<file path="config.mk">
export PLATFORM = sky130hd
export DESIGN_NAME = arm_imm_encoder
export DESIGN_NICKNAME = d
export VERILOG_FILES = /design/src/rtl/arm_imm_encoder.sv
export SDC_FILE = /design/constraint.sdc
export NUM_CORES = 1
export LEC_CHECK = 0
export CORE_MARGIN = 2
export CORE_UTILIZATION = 48
export CTS_CLUSTER_SIZE = 14
export DETAILED_ROUTE_END_ITERATION = 7
export GPL_ROUTABILITY_DRIVEN = 0
export PLACE_DENSITY = 0.69
export SYNTH_ARGS = -nofsm -noshare
export SYNTH_HDL_FRONTEND = slang
export SYNTH_SLANG_ARGS = --single-unit
export TNS_END_PERCENT = 20
</file>
<file path="constraint.sdc">
create_clock -name clk -period 3.75 [get_ports clk]
set_input_delay 0.75 -clock clk [delete_from_list [all_inputs] [get_ports clk]]
set_output_delay 0.75 -clock clk [all_outputs]
set_load 0.03 [all_outputs]
</file>
<file path="src/rtl/arm_imm_encoder.sv">
// Sequential encoder for the A32 modified-immediate form imm12 = {rot, imm8},
// where the decoder expands imm32 = imm8 ROR (2*rot). One rotation is tried per
// cycle. If the direct search fails and TRY_INVERT=1, ~value is searched next
// so the caller can use the MVN form.
//
// Ports:
//   clk      - system clock, rising edge
//   rst_n    - asynchronous active-low reset
//   start    - request, sampled only while busy=0
//   value_in - 32-bit constant, captured on the accept edge
//   busy     - search in progress
//   done     - one-cycle pulse when the result is valid
//   ok       - encoding found (held until next accepted start)
//   inv      - result encodes ~value_in (held)
//   imm12    - {rot, imm8} (held, 0 when ok=0)
module arm_imm_encoder #(
    parameter bit TRY_INVERT = 1'b1
) (
    input  logic        clk,
    input  logic        rst_n,
    input  logic        start,
    input  logic [31:0] value_in,
    output logic        busy,
    output logic        done,
    output logic        ok,
    output logic        inv,
    output logic [11:0] imm12
);

    localparam int unsigned DATA_W = 32;
    localparam int unsigned ROT_W  = 4;
    localparam int unsigned IMM_W  = 12;
    localparam int unsigned SH_W   = 6;

    typedef enum logic [0:0] {
        IDLE   = 1'b0,
        SEARCH = 1'b1
    } state_t;

    state_t              state_q, state_d;
    logic [DATA_W-1:0]   val_q, val_d;
    logic [ROT_W-1:0]    rot_q, rot_d;
    logic                phase_q, phase_d;
    logic                busy_d, done_d, ok_d, inv_d;
    logic [IMM_W-1:0]    imm12_d;

    logic [DATA_W-1:0]   src_c;
    logic [SH_W-1:0]     sh_c;
    logic [DATA_W-1:0]   cand_c;
    logic                match_c;

    // Candidate: selected operand rotated left by 2*rot; a match means the
    // rotated value fits in the low byte.
    always_comb begin
        src_c   = phase_q ? ~val_q : val_q;
        sh_c    = SH_W'({rot_q, 1'b0});
        // A right shift by the full width yields zero, so sh=0 is a plain copy.
        cand_c  = (src_c << sh_c) | (src_c >> (SH_W'(DATA_W) - sh_c));
        match_c = (cand_c[DATA_W-1:8] == '0);
    end

    // Next-state and registered-output logic.
    always_comb begin
        state_d = state_q;
        val_d   = val_q;
        rot_d   = rot_q;
        phase_d = phase_q;
        busy_d  = busy;
        done_d  = 1'b0;
        ok_d    = ok;
        inv_d   = inv;
        imm12_d = imm12;

        case (state_q)
            IDLE: begin
                if (start) begin
                    state_d = SEARCH;
                    val_d   = value_in;
                    rot_d   = '0;
                    phase_d = 1'b0;
                    busy_d  = 1'b1;
                    ok_d    = 1'b0;
                    inv_d   = 1'b0;
                    imm12_d = '0;
                end
            end
            SEARCH: begin
                if (match_c) begin
                    imm12_d = {rot_q, cand_c[7:0]};
                    ok_d    = 1'b1;
                    inv_d   = phase_q;
                    done_d  = 1'b1;
                    busy_d  = 1'b0;
                    state_d = IDLE;
                end else if (rot_q != ROT_W'(15)) begin
                    rot_d = rot_q + ROT_W'(1);
                end else if (!phase_q && TRY_INVERT) begin
                    phase_d = 1'b1;
                    rot_d   = '0;
                end else begin
                    ok_d    = 1'b0;
                    inv_d   = 1'b0;
                    imm12_d = '0;
                    done_d  = 1'b1;
                    busy_d  = 1'b0;
                    state_d = IDLE;
                end
            end
            default: state_d = IDLE;
        endcase
    end

    // State and output registers.
    always_ff @(posedge clk or negedge rst_n) begin
        if (!rst_n) begin
            state_q <= IDLE;
            val_q   <= '0;
            rot_q   <= '0;
            phase_q <= 1'b0;
            busy    <= 1'b0;
            done    <= 1'b0;
            ok      <= 1'b0;
            inv     <= 1'b0;
            imm12   <= '0;
        end else begin
            state_q <= state_d;
            val_q   <= val_d;
            rot_q   <= rot_d;
            phase_q <= phase_d;
            busy    <= busy_d;
            done    <= done_d;
            ok      <= ok_d;
            inv     <= inv_d;
            imm12   <= imm12_d;
        end
    end

endmodule

</file>
# Word-level counts from Yosys, hierarchy flattened
# Index checks and enable logic that the tools add are counted.
[word_totals] register_bits=54 latchBits=0 ram_bits=0 mem_bits_ro=0 in_bits=35 n_memories=0
[op_classes] n_addsub=2 mul=0 div_mod_pow=0 n_lt_le_gt_ge=0 n_eq_ne=7 n_shift=2 mux=33 n_bitwise=3 n_reduce_logical=5
[op_table] op="$mux 12" n=4
[op_table] op="$mux 32" n=1
[op_table] op="$not 32->32" n=1
[op_table] op="$or 32x32->32" n=1
[op_table] op="$shl 32x5->32" n=1
[op_table] op="$shr 32x6->32" n=1
[op_table] op="$logic_not 24->1" n=1
[op_table] op="$pmux 12 s2" n=1
[op_table] op="$mux 1" n=17
[op_table] op="$mux 4" n=4
[op_table] op="$pmux 1 s2" n=5
[op_table] op="$reduce_and 3->1" n=3
[op_table] op="$pmux 4 s2" n=1
[op_table] op="$ne 2x2->1 const B" n=3
[op_table] op="$sub 6x5->6 const A" n=1
[op_table] op="$add 4x1->4 const B" n=1
[op_table] op="$ne 4x4->1 const B" n=1
[op_table] op="$ne 3x1->1 const B" n=1
[op_table] op="$ne 3x2->1 const B" n=1
[op_table] op="$ne 3x3->1 const B" n=1
[op_table] op="$reduce_and 2->1" n=1
[op_table] op="$not 1->1" n=1

# Logic depth before layout (Yosys ltp)
# Gate-level depths: netlist of the first run.
[depth] ltp_word=7 mapped_depth=19 depth_no_buf=11

# Worst setup path after synthesis of the first run
# Ideal clock, no wire load.
[synth_path] kind="reg-to-reg" from="register rot_q[0]" to="register imm12[1]" arrival_time_ns=3.982 slack_ns=-0.365 stages_incl_launch_ff=16 n_path_buf=8 cell_sequence="dfrtp_1 -> buf_6 -> buf_12 -> buf_2 -> clkinv_1 -> buf_2 -> ha_1 -> buf_2 -> buf_1 -> clkbuf_1 -> buf_1 -> mux4_2 -> mux4_2 -> xnor2_1 -> a22oi_1 -> o22ai_2"
[synth_via] elab_chain_cells=6 word_cells_on_any_way=11 classes_between="add/sub: 1; eq/ne: 3; shift: 2; mux: 2; bitwise: 1; reduce/logical: 2"
[synth_rtl] item="start, declared" line_no="42" rtl="logic [ROT_W-1:0] rot_q, rot_d;"
[synth_rtl] item="start signal, assigned" line_no="128" rtl="rot_q <= rot_d;"
[synth_rtl] item="$sub 6x5->6" line_no="58" rtl="cand_c = (src_c << sh_c) | (src_c >> (SH_W'(DATA_W) - sh_c));"
[synth_rtl] item="$shr 32x6->32" line_no="58"
[synth_rtl] item="$or 32x32->32" line_no="58"
[synth_rtl] item="$logic_not 24->1" line_no="59" rtl="match_c = (cand_c[DATA_W-1:8] == '0);"
[synth_rtl] item="$ne 3x3->1 (no line) (tied with other cells)"
[synth_rtl] item="$reduce_and 3->1 (no line) or $pmux 12 s2 (tied branches)"
[synth_rtl] item="end signal, assigned" line_no="134" rtl="imm12 <= imm12_d;"
[synth_rtl] item="end, declared" line_no="27" rtl="output logic [11:0] imm12"
# Parallel ways exist; a longest one is shown, timed or not.
# A chain may end at the register's enable or synchronous reset.

# Final worst setup path of the first run
[layout_path] from="register rot_q[0]" to="register imm12[0]"
# Same word-level chain as after synthesis.

==> impl_results.md, run 1 <==
- Final Hold Fails: 0
- Crit path buf inv count: 4
- Root cell of the clock tree: sky130_fd_sc_hd__clkbuf_8
- Minimum clock period: 3510 ps
- Int Pwr: roughly 3200 µW
- Post-DR wirelength/cell: 18.1 µm
- Synth warn: 0
- Mean area per synthesized cell: 9.75 µm²
- Antenna Violating Nets Remaining: 0
- Worst-case hold slack: around 500 ps
- Half-perimeter wire length after placement: 8700 µm
- Clock buffer count from CTS: 5
- Number of port buffers: 50
- Number of storage elements in the synthesis netlist: 54
- Layout cells sized above 1: about a fifth
- Wire length of the first global-routing pass: about 20,000 µm
- Number of standard-cell rows in the floorplan: 36
- EDFF count, synth: 0
- Dominant cell type by count on the critical path: sky130_fd_sc_hd__buf_4
- Part of the total power dissipated in the clock network: 5.4%
- Cell variety after synth: around 60
- Global-route met2 utilization: between 30% and 40%
- Sink count of the clock tree: 54
- Critical-path cell with the highest stage delay: sky130_fd_sc_hd__dfrtp_2
- Fraction of power spent switching nets: 48.2%
- Delay of the slowest cell on the worst path: 470 ps
- Achievable frequency: 285 MHz
- Boundary pin count: 51
- Core area: ~0.01 mm²
- Number of diodes added for antenna fixing: 0
- Power density normalized to cell area: roughly 1100 mW/mm²
- FF/Latch Area: approximately 0.0014 mm²
- Result of the run: finished, final reports clean
- Die Footprint: between 0.01 and 0.015 mm²
- Classification of the worst-slack hold path: input pin to async pin
- Overall via count from detail_route: around 4,200
- Non-Filler Instances: 666
- Startpoint-to-endpoint class of the critical path: flop to flop
- Beginning of the worst register-to-register path: rot_q[0]
- Maximum buffer depth of the clock tree: 2
- CTS H-tree depth: 2
- Met1 layer usage reported by global route: 31.4%
- Area used by multi-input combinational logic: 0.00323 mm²
- Clk slew on worst S/H paths: 100 ps
- Combinational share of power: 73.0%
- Switching power: 2960 µW
- Grt met3 use: 3.31%
- Area share of the leading cell type in the synthesized netlist: 27.5%
- CTS Hold Bufs: 0
- Detailed Route Iter0 Violations: 240
- Sequential element share of the synthesized area: between 20% and 30%
- Cell breakdown of the critical path: clkinv_2, ha_4, buf_4, buf_4, mux4_1, or3_1, nand3_1, nand4b_1, o211a_1, or3_4, a31oi_4, buf_12, o32ai_2
- Vertical extent of the die: approximately 110 µm
- GRT overflow: 0
- Most used DFF post-synth: sky130_fd_sc_hd__dfrtp_1
- Worst-case clock skew: 14.7 ps
- Post-synthesis net count: 541
- TNS Setup: 0 ps
- Cell Area, Synth: between 0.004 and 0.005 mm²
- Number of global-route vias before repair: 3,892
- Pleak: 0.00213 µW
- Final setup viols: 0
- Filler cell count: 850
- Instance count of the mapped netlist: a little over 500
- Total wirelength of the detailed-routed design: 12,000 µm
- Number of cells after detailed placement: about 660
- Drt drc: 0
- Most crowded layer after global routing: met2
- Slew at the pin closest to its max-slew limit: 833 ps
- Synth area leaders: sky130_fd_sc_hd__dfrtp_1 (28%), sky130_fd_sc_hd__mux4_2 (11%), sky130_fd_sc_hd__mux2_2 (8.0%), sky130_fd_sc_hd__mux2i_1 (5.5%), sky130_fd_sc_hd__xnor2_1 (5.3%)
- Worst Path Arrival: around 3700 ps
- Overall track demand over capacity in global routing: 22.4%
- Startpoint type of the worst setup path: flop
- Number of max-capacitance violations reported: 0
- Final net count: 570
- Critical path capture point type: flop
- Unrepaired setup endpoints after global routing: no
- Final period utilization: 93.6%
- Initial core utilization: between 40% and 50%
- Insertion delay to the later sink of the worst-skew pair: 330 ps
- Average via count per standard cell: 6.29
- Required time reported for the critical path endpoint: 3960 ps
- Worst setup path startpoint: rot_q[0]
- Largest area contributor in the netlist: sky130_fd_sc_hd__dfrtp_1
- CTS tree: built
- Cell class contributing the biggest share of worst-path delay: simple AND/OR/NAND/NOR gates
- Area Overhead vs Synth: 14.8%
- Antenna violations before repair: 0
- Worst-case headroom to the max-slew limit: 44.5%
- Pin count of the biggest net entering global routing: 47
- Number of pins with negative max-slew slack in the final report: 0
- Post-synth ARST share: 100%
- Highest fanout seen on the critical path: 15
- Die span in x: 105 µm
- Max rail drop VDD: 0.442 mV
- Sequential share of power: 21.6%
- Total iterations of the first detailed-routing run: 4
==> Yosys cell counts (2+ instances only) <==
master and count:
sky130_fd_sc_hd__o211ai_1 4, sky130_fd_sc_hd__and2_1 5, sky130_fd_sc_hd__xor2_1 3, sky130_fd_sc_hd__buf_12 3
sky130_fd_sc_hd__xnor2_1 30, sky130_fd_sc_hd__o22ai_1 12, sky130_fd_sc_hd__nand2_1 33, sky130_fd_sc_hd__ha_1 2
sky130_fd_sc_hd__o21ai_0 20, sky130_fd_sc_hd__inv_1 17, sky130_fd_sc_hd__buf_1 5, sky130_fd_sc_hd__a22oi_1 9
sky130_fd_sc_hd__buf_2 13, sky130_fd_sc_hd__o2111ai_1 2, sky130_fd_sc_hd__mux2i_1 27, sky130_fd_sc_hd__or4_1 4
sky130_fd_sc_hd__dfrtp_1 54, sky130_fd_sc_hd__mux4_2 25, sky130_fd_sc_hd__a2111oi_0 3, sky130_fd_sc_hd__a211oi_1 7
sky130_fd_sc_hd__nor2_1 15, sky130_fd_sc_hd__mux2_2 35, sky130_fd_sc_hd__buf_6 2, sky130_fd_sc_hd__a211o_1 2
sky130_fd_sc_hd__mux4_1 4, sky130_fd_sc_hd__nor3_2 2, sky130_fd_sc_hd__nor3_1 26, sky130_fd_sc_hd__or4b_1 2
sky130_fd_sc_hd__nor2b_1 3, sky130_fd_sc_hd__and3_1 10, sky130_fd_sc_hd__o22ai_2 9, sky130_fd_sc_hd__nand3_1 21
sky130_fd_sc_hd__clkbuf_1 29, sky130_fd_sc_hd__o21ai_1 3, sky130_fd_sc_hd__or3_1 15, sky130_fd_sc_hd__nand4_1 9
sky130_fd_sc_hd__a21o_1 2, sky130_fd_sc_hd__a311oi_1 3, sky130_fd_sc_hd__a21oi_1 12
==> registers in the layout, indices dropped and copies added, names as in the netlist <==
signal   count
imm12       12
inv          1
phase_q      1
rot_q        4
state_q      1
val_q       32
ok           1
busy         1
done         1
==> worst reg2reg max path: stages, from the launching register on <==
cell and delay (ps):
sky130_fd_sc_hd__dfrtp_2 470, sky130_fd_sc_hd__clkinv_2 110, sky130_fd_sc_hd__ha_4 360, sky130_fd_sc_hd__buf_4 190
sky130_fd_sc_hd__buf_4 220, sky130_fd_sc_hd__mux4_1 380, sky130_fd_sc_hd__or3_1 330, sky130_fd_sc_hd__nand3_1 80
sky130_fd_sc_hd__nand4b_1 110, sky130_fd_sc_hd__o211a_1 260, sky130_fd_sc_hd__or3_4 420, sky130_fd_sc_hd__a31oi_4 220
sky130_fd_sc_hd__buf_12 170, sky130_fd_sc_hd__o32ai_2 90
==> layout by cell type, fill, tap and decap left out, types with 5 or more instances in the layout <==
cell type,netlist,final
sky130_fd_sc_hd__dfrtp_1,54,52
sky130_fd_sc_hd__clkdlybuf4s50_1,0,49
sky130_fd_sc_hd__mux2_2,35,35
sky130_fd_sc_hd__nand2_1,33,33
sky130_fd_sc_hd__xnor2_1,30,30
sky130_fd_sc_hd__mux2i_1,27,27
sky130_fd_sc_hd__nor3_1,26,26
sky130_fd_sc_hd__mux4_2,25,25
sky130_fd_sc_hd__nand3_1,21,21
sky130_fd_sc_hd__buf_4,1,21
sky130_fd_sc_hd__o21ai_0,20,20
sky130_fd_sc_hd__inv_1,17,17
sky130_fd_sc_hd__or3_1,15,14
sky130_fd_sc_hd__nor2_1,15,14
sky130_fd_sc_hd__o22ai_1,12,12
sky130_fd_sc_hd__a21oi_1,12,12
sky130_fd_sc_hd__and3_1,10,10
sky130_fd_sc_hd__a22oi_1,9,9
sky130_fd_sc_hd__nand4_1,9,9
sky130_fd_sc_hd__o22ai_2,9,9
sky130_fd_sc_hd__a211oi_1,7,7
sky130_fd_sc_hd__and2_1,5,5
sky130_fd_sc_hd__clkbuf_8,0,5
==> power by group through the flow <==
stage | sequential [µW] | clock (µW) | combinational [µW]
after floorplan | 1030 | 0 | 3760
after global placement | 1310 | 0 | 4320
after CTS | 1310 | 344 | 4410
after detailed placement | 1330 | 0 | 4390
final | 1330 | 333 | 4490
after global routing | 1400 | 365 | 4870
==> metal layers <==
layer | part of all wire (%) | wire (µm) | vias to the layer above
met5 | 0 | 0 | -
met4 | 2.5 | 295 | 0
met3 | 5.6 | 677 | 25
met2 | 48 | 5830 | 141
met1 | 43 | 5220 | 2048
li1 | - | - | 1974
==> cells by family after synthesis <==
group,after synthesis,synth area share (%)
multiplexers,92,27.4
XOR/XNOR,33,5.88
AO/OA/AOI/OAI,103,15.7
AND/OR/NAND/NOR,148,15.7
adder cells (fa/ha/maj),2,0.509
flip-flops,54,27.5
buffers and inverters,72,7.21
==> through the flow <==
stage | setup WS (ps) | util, % | total power, µW | area (µm²)
finish | 239 | 57.2 | 6150 | 5640
CTS | 163 | 56.7 | 6060 | 5600
floorplan | 21.5 | - | 4790 | 4950
global placement | 302 | 55.9 | 5620 | 5510
global route | 59.1 | 57.2 | 6630 | 5640
detailed placement | 180 | 55.9 | 5720 | 5510
==> what timing repair did <==
item	CTS	global route
gates resized for setup	0	1
endpoints found under the setup margin	0	13
buffers inserted	0	2
==> path summary, 6_finish.rpt <==
check                       endpoint  slack, ps  cells past startpoint
max reg2reg                 imm12[0]        240                     13
max                         imm12[0]        240                     13
min                         imm12[9]        500                      1
min reg2reg                     busy        530                      1
max in group asynchronous  val_q[19]       2470                      2
min in group clk                busy        530                      1
==> cell type report <==
class | instances | share of cell area (%)
timing repair buffer | 75 | 13.1
sequential | 54 | 24.0
multi-input combinational | 378 | 57.2
tap | 133 | 2.95
inverter | 19 | 1.29
clock inverter | 2 | 0.266
clock buffer | 5 | 1.22
(Power assumes the default switching activity.)
==> run 2: changes to the inputs <==
MAX_ROUTING_LAYER = met4   (was not set)
REMOVE_ABC_BUFFERS = 1   (was not set)
SETUP_SLACK_MARGIN = 0.4   (was not set)
==> run 2 against run 1 <==
  * Final cell count is 2.1% higher
  * Utilization is 2.9 points higher
  * Global-route usage rose by 2.6 points
  * Design area grew 5.1%
  * Critical endpoint is now imm12[1]
==> impl_results.md, run 2 (synthesis results as in run 1) <==
- Total iterations of the first detailed-routing run: 4
- Final Hold Fails: 0
- Final net count: slightly below 600
- Average via count per standard cell: approximately 6.4
- Minimum clock period: 3390 ps
- Antenna Violating Nets Remaining: 0
- Top sig layer: met4
- Root cell of the clock tree: sky130_fd_sc_hd__clkbuf_8
- Drt drc: 0
- Worst Path Arrival: 3590 ps
- Antenna violations before repair: 0
- Initial core utilization: between 40 and 50%
- Slew at the pin closest to its max-slew limit: 773 ps
- Total wirelength of the detailed-routed design: 13,300 µm
- Commonest cells after routing, fill and taps aside: sky130_fd_sc_hd__dfrtp_1 (52), sky130_fd_sc_hd__clkdlybuf4s50_1 (49), sky130_fd_sc_hd__mux2_2 (35), sky130_fd_sc_hd__nand2_1 (33), sky130_fd_sc_hd__xnor2_1 (30)
- Met1 layer wirelength in the final routing: 5740 µm
- Highest fanout seen on the critical path: 7
- Overall via count from detail_route: 4,382
- Required time reported for the critical path endpoint: 3960 ps
- Area Overhead vs Synth: 20.7%
- Vertical extent of the die: 105 µm
- Critical path capture point type: flop
- Max reg flops: 32
- Startpoint type of the worst setup path: flop
- Met3 wire length: 805 µm
- Sink count of the clock tree: 54
- Layout cells sized above 1: 25.8%
- Achievable frequency: a little under 300 MHz
- Die span in x: 105 µm
- Unrepaired setup endpoints after global routing: yes
- Largest registers: val_q x32, imm12 x12, rot_q x4
- Overall track demand over capacity in global routing: roughly 25%
- Number of max-capacitance violations reported: 0
- Wire length of the first global-routing pass: 21,900 µm
- Startpoint-to-endpoint class of the critical path: flop to flop
- Most flops, register: val_q
- Half-perimeter wire length after placement: between 8000 and 9000 µm
- Number of diodes added for antenna fixing: 0
- Post-DR wirelength/cell: 19.6 µm
- Clk slew on worst S/H paths: 110 ps
- Boundary pin count: 51
- Final setup viols: 0
- Number of pins with negative max-slew slack in the final report: 0
- Beginning of the worst register-to-register path: rot_q[0]
- Detailed Route Iter0 Violations: 431
- Insertion delay to the later sink of the worst-skew pair: 320 ps
- Pin count of the biggest net entering global routing: 34
- Classification of the worst-slack hold path: input pin to async pin
- Worst-case headroom to the max-slew limit: between 40% and 50%
- Number of port buffers: 50
- Clock buffer count from CTS: 5
- CTS Hold Bufs: 0
- Maximum buffer depth of the clock tree: 2
- Met2 WL post-DR: about 6400 µm
- Final core utilization: 60.1%
- Result of the run: finished, final reports clean
- Worst setup path startpoint: rot_q[0]
- Number of standard-cell rows in the floorplan: 36
- Die Footprint: 0.0111 mm²
- Final period utilization: 90.3%
- CTS H-tree depth: 2
- CTS tree: built
- Most common cell after layout, fill and taps aside: sky130_fd_sc_hd__dfrtp_1
- TNS Setup: 0 ps
- Core area: 0.00986 mm²
- Worst-case clock skew: 15.5 ps
- Number of global-route vias before repair: 4,256
- GRT overflow: 0
-- run 2: cell types whose count changed in the layout (fill, tap and decap cells not counted), moves of 2 or more --
cell	before	now
sky130_fd_sc_hd__bufbuf_16	0	2
sky130_fd_sc_hd__mux4_1	4	2
sky130_fd_sc_hd__mux4_2	25	27
sky130_fd_sc_hd__a2111oi_0	3	0
sky130_fd_sc_hd__buf_6	0	4
sky130_fd_sc_hd__a2111oi_1	0	2
sky130_fd_sc_hd__buf_4	21	27
sky130_fd_sc_hd__or4_1	4	2
sky130_fd_sc_hd__or4_4	0	2
-- run 2: per-stage QoR --
step | instance area (µm²) | hold WS [ps] | worst slack (ps) | instances
after global placement | 5500 | 499 | 191 | 658
after global routing | 5930 | 549 | 246 | 680
after floorplan | 4630 | 454 | -3140 | 451
after CTS | 5750 | 530 | 406 | 671
final | 5930 | 490 | 365 | 680
after detailed placement | 5500 | 515 | 142 | 658
-- run 2: final cells by class --
| class | count | area (µm²) |
|---|---|---|
| Fill cell | 799 | 3930 |
| Timing Repair Buffer | 88 | 926 |
| Multi-Input combinational cell | 378 | 3300 |
| Clock buffer | 6 | 72.6 |
| Tap cell | 133 | 166 |
| Clock inverter | 2 | 37.5 |
| Inverter | 19 | 73.8 |
| Sequential cell | 54 | 1360 |
-- run 2: final timing paths --
path,endpoint,slack (ps),cells after the start
setup / recovery,imm12[1],360,13
hold / removal,phase_q,490,1
setup reg to reg,imm12[1],360,13
hold reg to reg,busy,530,1
max in group asynchronous,val_q[25],2470,2
min in group clk,busy,530,1
-- run 2: layer usage --
metal | GRT usage (%) | vias up
li1 | - | 1990
met1 | 33.0 | 2156
met2 | 39.2 | 191
met3 | 3.99 | 45
met4 | 8.67 | 0
met5 | - | -
-- run 2: repair_timing --
item                                    CTS  global route
endpoints found under the setup margin   19            21
cloned                                    2             2
resized for setup                        14            19
buffers inserted                          3             7
pin swaps                                 1             8
-- run 2: worst max-delay path, stage by stage, from the launching register on --
cell and delay [ps]:
sky130_fd_sc_hd__dfrtp_2 440, sky130_fd_sc_hd__buf_6 140, sky130_fd_sc_hd__clkbuf_16 150, sky130_fd_sc_hd__buf_12 140, sky130_fd_sc_hd__mux2i_1 150, sky130_fd_sc_hd__or4b_1 560
sky130_fd_sc_hd__a311oi_2 300, sky130_fd_sc_hd__o21ai_2 130, sky130_fd_sc_hd__o31ai_2 230, sky130_fd_sc_hd__a2bb2oi_2 120, sky130_fd_sc_hd__or3_4 380, sky130_fd_sc_hd__a31oi_4 260
sky130_fd_sc_hd__clkbuf_16 190, sky130_fd_sc_hd__o22ai_2 70
Power of run 2 is left out: the tool's default activity adds up to more than one toggle a clock period on the data nets, which glitch-free logic cannot reach.
==> run 3: changes to the inputs <==
CELL_PAD_IN_SITES_DETAIL_PLACEMENT = 1   (was not set)
CELL_PAD_IN_SITES_GLOBAL_PLACEMENT = 1   (was not set)
CORE_UTILIZATION = 41   (was 48)
PLACE_DENSITY = 0.75   (was 0.69)
==> run 3 against run 2 <==
  * First-iteration DRC count decreased by 21%
  * Final cell count up 2.4%
  * Worst setup slack got worse by 77 ps
  * Sequential cell count is the same
  * Via count up 2.9%
  * Utilization down 8.0 points
  * Critical path depth fell by 3
  * Sequential share of layout area fell by 0.37 points
  * Critical path type unchanged
  * Critical endpoint is now imm12[2]
==> impl_results.md, run 3 (synthesis results as in run 1) <==
- CTS Hold Bufs: 0
- Clk slew on worst S/H paths: 80 ps
- Die Footprint: 0.0129 mm²
- Most common cell after layout, fill and taps aside: sky130_fd_sc_hd__dfrtp_1
- Antenna Violating Nets Remaining: 0
- Die span in x: roughly 110 µm
- Final net count: 589
- Number of standard-cell rows in the floorplan: 39
- Number of pins with negative max-slew slack in the final report: 0
- Worst-case clock skew: 8.66 ps
- Sink count of the clock tree: between 50 and 60
- Detailed Route Iter0 Violations: 341
- Overall track demand over capacity in global routing: between 20% and 30%
- Required time reported for the critical path endpoint: 3930 ps
- Startpoint-to-endpoint class of the critical path: flop to flop
- TNS Setup: 0 ps
- Number of global-route vias before repair: 4,590
- Minimum clock period: 3460 ps
- Post-DR wirelength/cell: ~22 µm
- Achievable frequency: roughly 290 MHz
- Minimum setup slack among reg-to-reg paths: 290 ps
- Slew at the pin closest to its max-slew limit: 749 ps
- Number of max-capacitance violations reported: 0
- Insertion delay to the later sink of the worst-skew pair: 310 ps
- Grt met3 use: between 4 and 5%
- Average via count per standard cell: 6.48
- Critical path capture point type: flop
- Global-route met2 utilization: 41.8%
- Area used by multi-input combinational logic: 0.00329 mm²
- CTS tree: built
- Antenna violations before repair: 0
- Total iterations of the first detailed-routing run: 4
- Startpoint type of the worst setup path: flop
- Largest registers: val_q x32, imm12 x12, rot_q x4
- FF-to-FF path depth: 10
- Filler cell count: around 1,300
- Final Hold Fails: 0
- Worst-case headroom to the max-slew limit: 49.7%
- Number of port buffers: 50
- Wire length of the first global-routing pass: ~25,000 µm
- Result of the run: finished, final reports clean
- Maximum buffer depth of the clock tree: 2
- Number of diodes added for antenna fixing: 0
- Half-perimeter wire length after placement: 10,300 µm
- Layout cells sized above 1: 27.3%
- GRT overflow: 0
- Drt drc: 0
- Unrepaired setup endpoints after global routing: yes
- Total wirelength of the detailed-routed design: 15,500 µm
- FF/Latch Area: 0.00136 mm²
- Most crowded layer after global routing: met2
- Worst Path Arrival: approximately 3600 ps
- Area Overhead vs Synth: 22.8%
- Highest fanout seen on the critical path: 17
- Final setup viols: 0
- Vertical extent of the die: about 110 µm
- Initial core utilization: 42.5%
- Final period utilization: 92.3%
- Boundary pin count: 51
- Clock buffer count from CTS: 5
- Overall via count from detail_route: 4,509
- Most flops, register: val_q
- Max reg flops: 32
- Commonest cells after routing, fill and taps aside: sky130_fd_sc_hd__dfrtp_1 (51), sky130_fd_sc_hd__clkdlybuf4s50_1 (49), sky130_fd_sc_hd__mux2_2 (35), sky130_fd_sc_hd__nand2_1 (32), sky130_fd_sc_hd__buf_4 (31)
- Final core utilization: 52.2%
- Classification of the worst-slack hold path: input pin to async pin
- CTS H-tree depth: 2
- Pin count of the biggest net entering global routing: 34
- Met1 layer usage reported by global route: a little under a third
- Root cell of the clock tree: sky130_fd_sc_hd__clkbuf_16
- Core area: 0.0116 mm²
run 3: changes by cell type in the layout (fill, tap and decap cells not counted), moves of 2 or more:
cell / delta
sky130_fd_sc_hd__clkinv_4: +2
sky130_fd_sc_hd__buf_12: +2
sky130_fd_sc_hd__buf_4: +4
sky130_fd_sc_hd__a21oi_1: -2
sky130_fd_sc_hd__nor2_2: +2
sky130_fd_sc_hd__clkbuf_8: -5
sky130_fd_sc_hd__nor2_1: -2
sky130_fd_sc_hd__clkbuf_16: +3
run 3: path summary, 6_finish.rpt:
check | start | end
min | rst_n | val_q[23]
min reg2reg | busy | busy
max | val_q[21] | imm12[2]
max in group asynchronous | rst_n | phase_q
max reg2reg | val_q[21] | imm12[2]
min in group clk | busy | busy
run 3: layer usage:
metal  share of wire (%)  wire length [µm]  up-vias
met5                   0                 0        -
met4                 4.0               619        0
met3                 5.8               904       41
met2                  49              7550      198
met1                  42              6470     2257
li1                    -                 -     2013
run 3: cell type report:
| type | count | area share (%) |
|---|---|---|
| timing repair buffer | 94 | 16.3 |
| clock buffer | 5 | 2.07 |
| clock inverter | 3 | 0.477 |
| tap | 143 | 2.96 |
| inverter | 19 | 1.22 |
| sequential | 54 | 22.5 |
| multi-input combinational | 378 | 54.4 |
run 3: repair_timing:
item	4_1_cts	5_1_grt
endpoints found under the setup margin	21	20
gates resized for setup	24	13
buffers inserted	10	6
cloned	3	0
pin swaps	8	11
run 3: worst max-delay path: stages (launching register included):
cell and delay, ps:
sky130_fd_sc_hd__dfrtp_1 720, sky130_fd_sc_hd__mux2i_1 190, sky130_fd_sc_hd__or4b_1 570, sky130_fd_sc_hd__a311oi_1 280
sky130_fd_sc_hd__o21ai_1 180, sky130_fd_sc_hd__o31ai_1 300, sky130_fd_sc_hd__a2bb2oi_1 170, sky130_fd_sc_hd__or3_4 380
sky130_fd_sc_hd__a31oi_4 280, sky130_fd_sc_hd__buf_12 160, sky130_fd_sc_hd__o22ai_1 90
run 3: stage by stage:
stage / std cells / cell area [µm²] / setup WS [ps] / hold slack, ps
floorplan: 451 / 4630 / -3140 / 454
global placement: 669 / 5540 / 150 / 499
detailed placement: 669 / 5540 / 17.7 / 513
CTS: 690 / 5940 / 401 / 461
global route: 696 / 6030 / 204 / 488
finish: 696 / 6030 / 287 / 445
Power of run 3 is left out for the same reason.
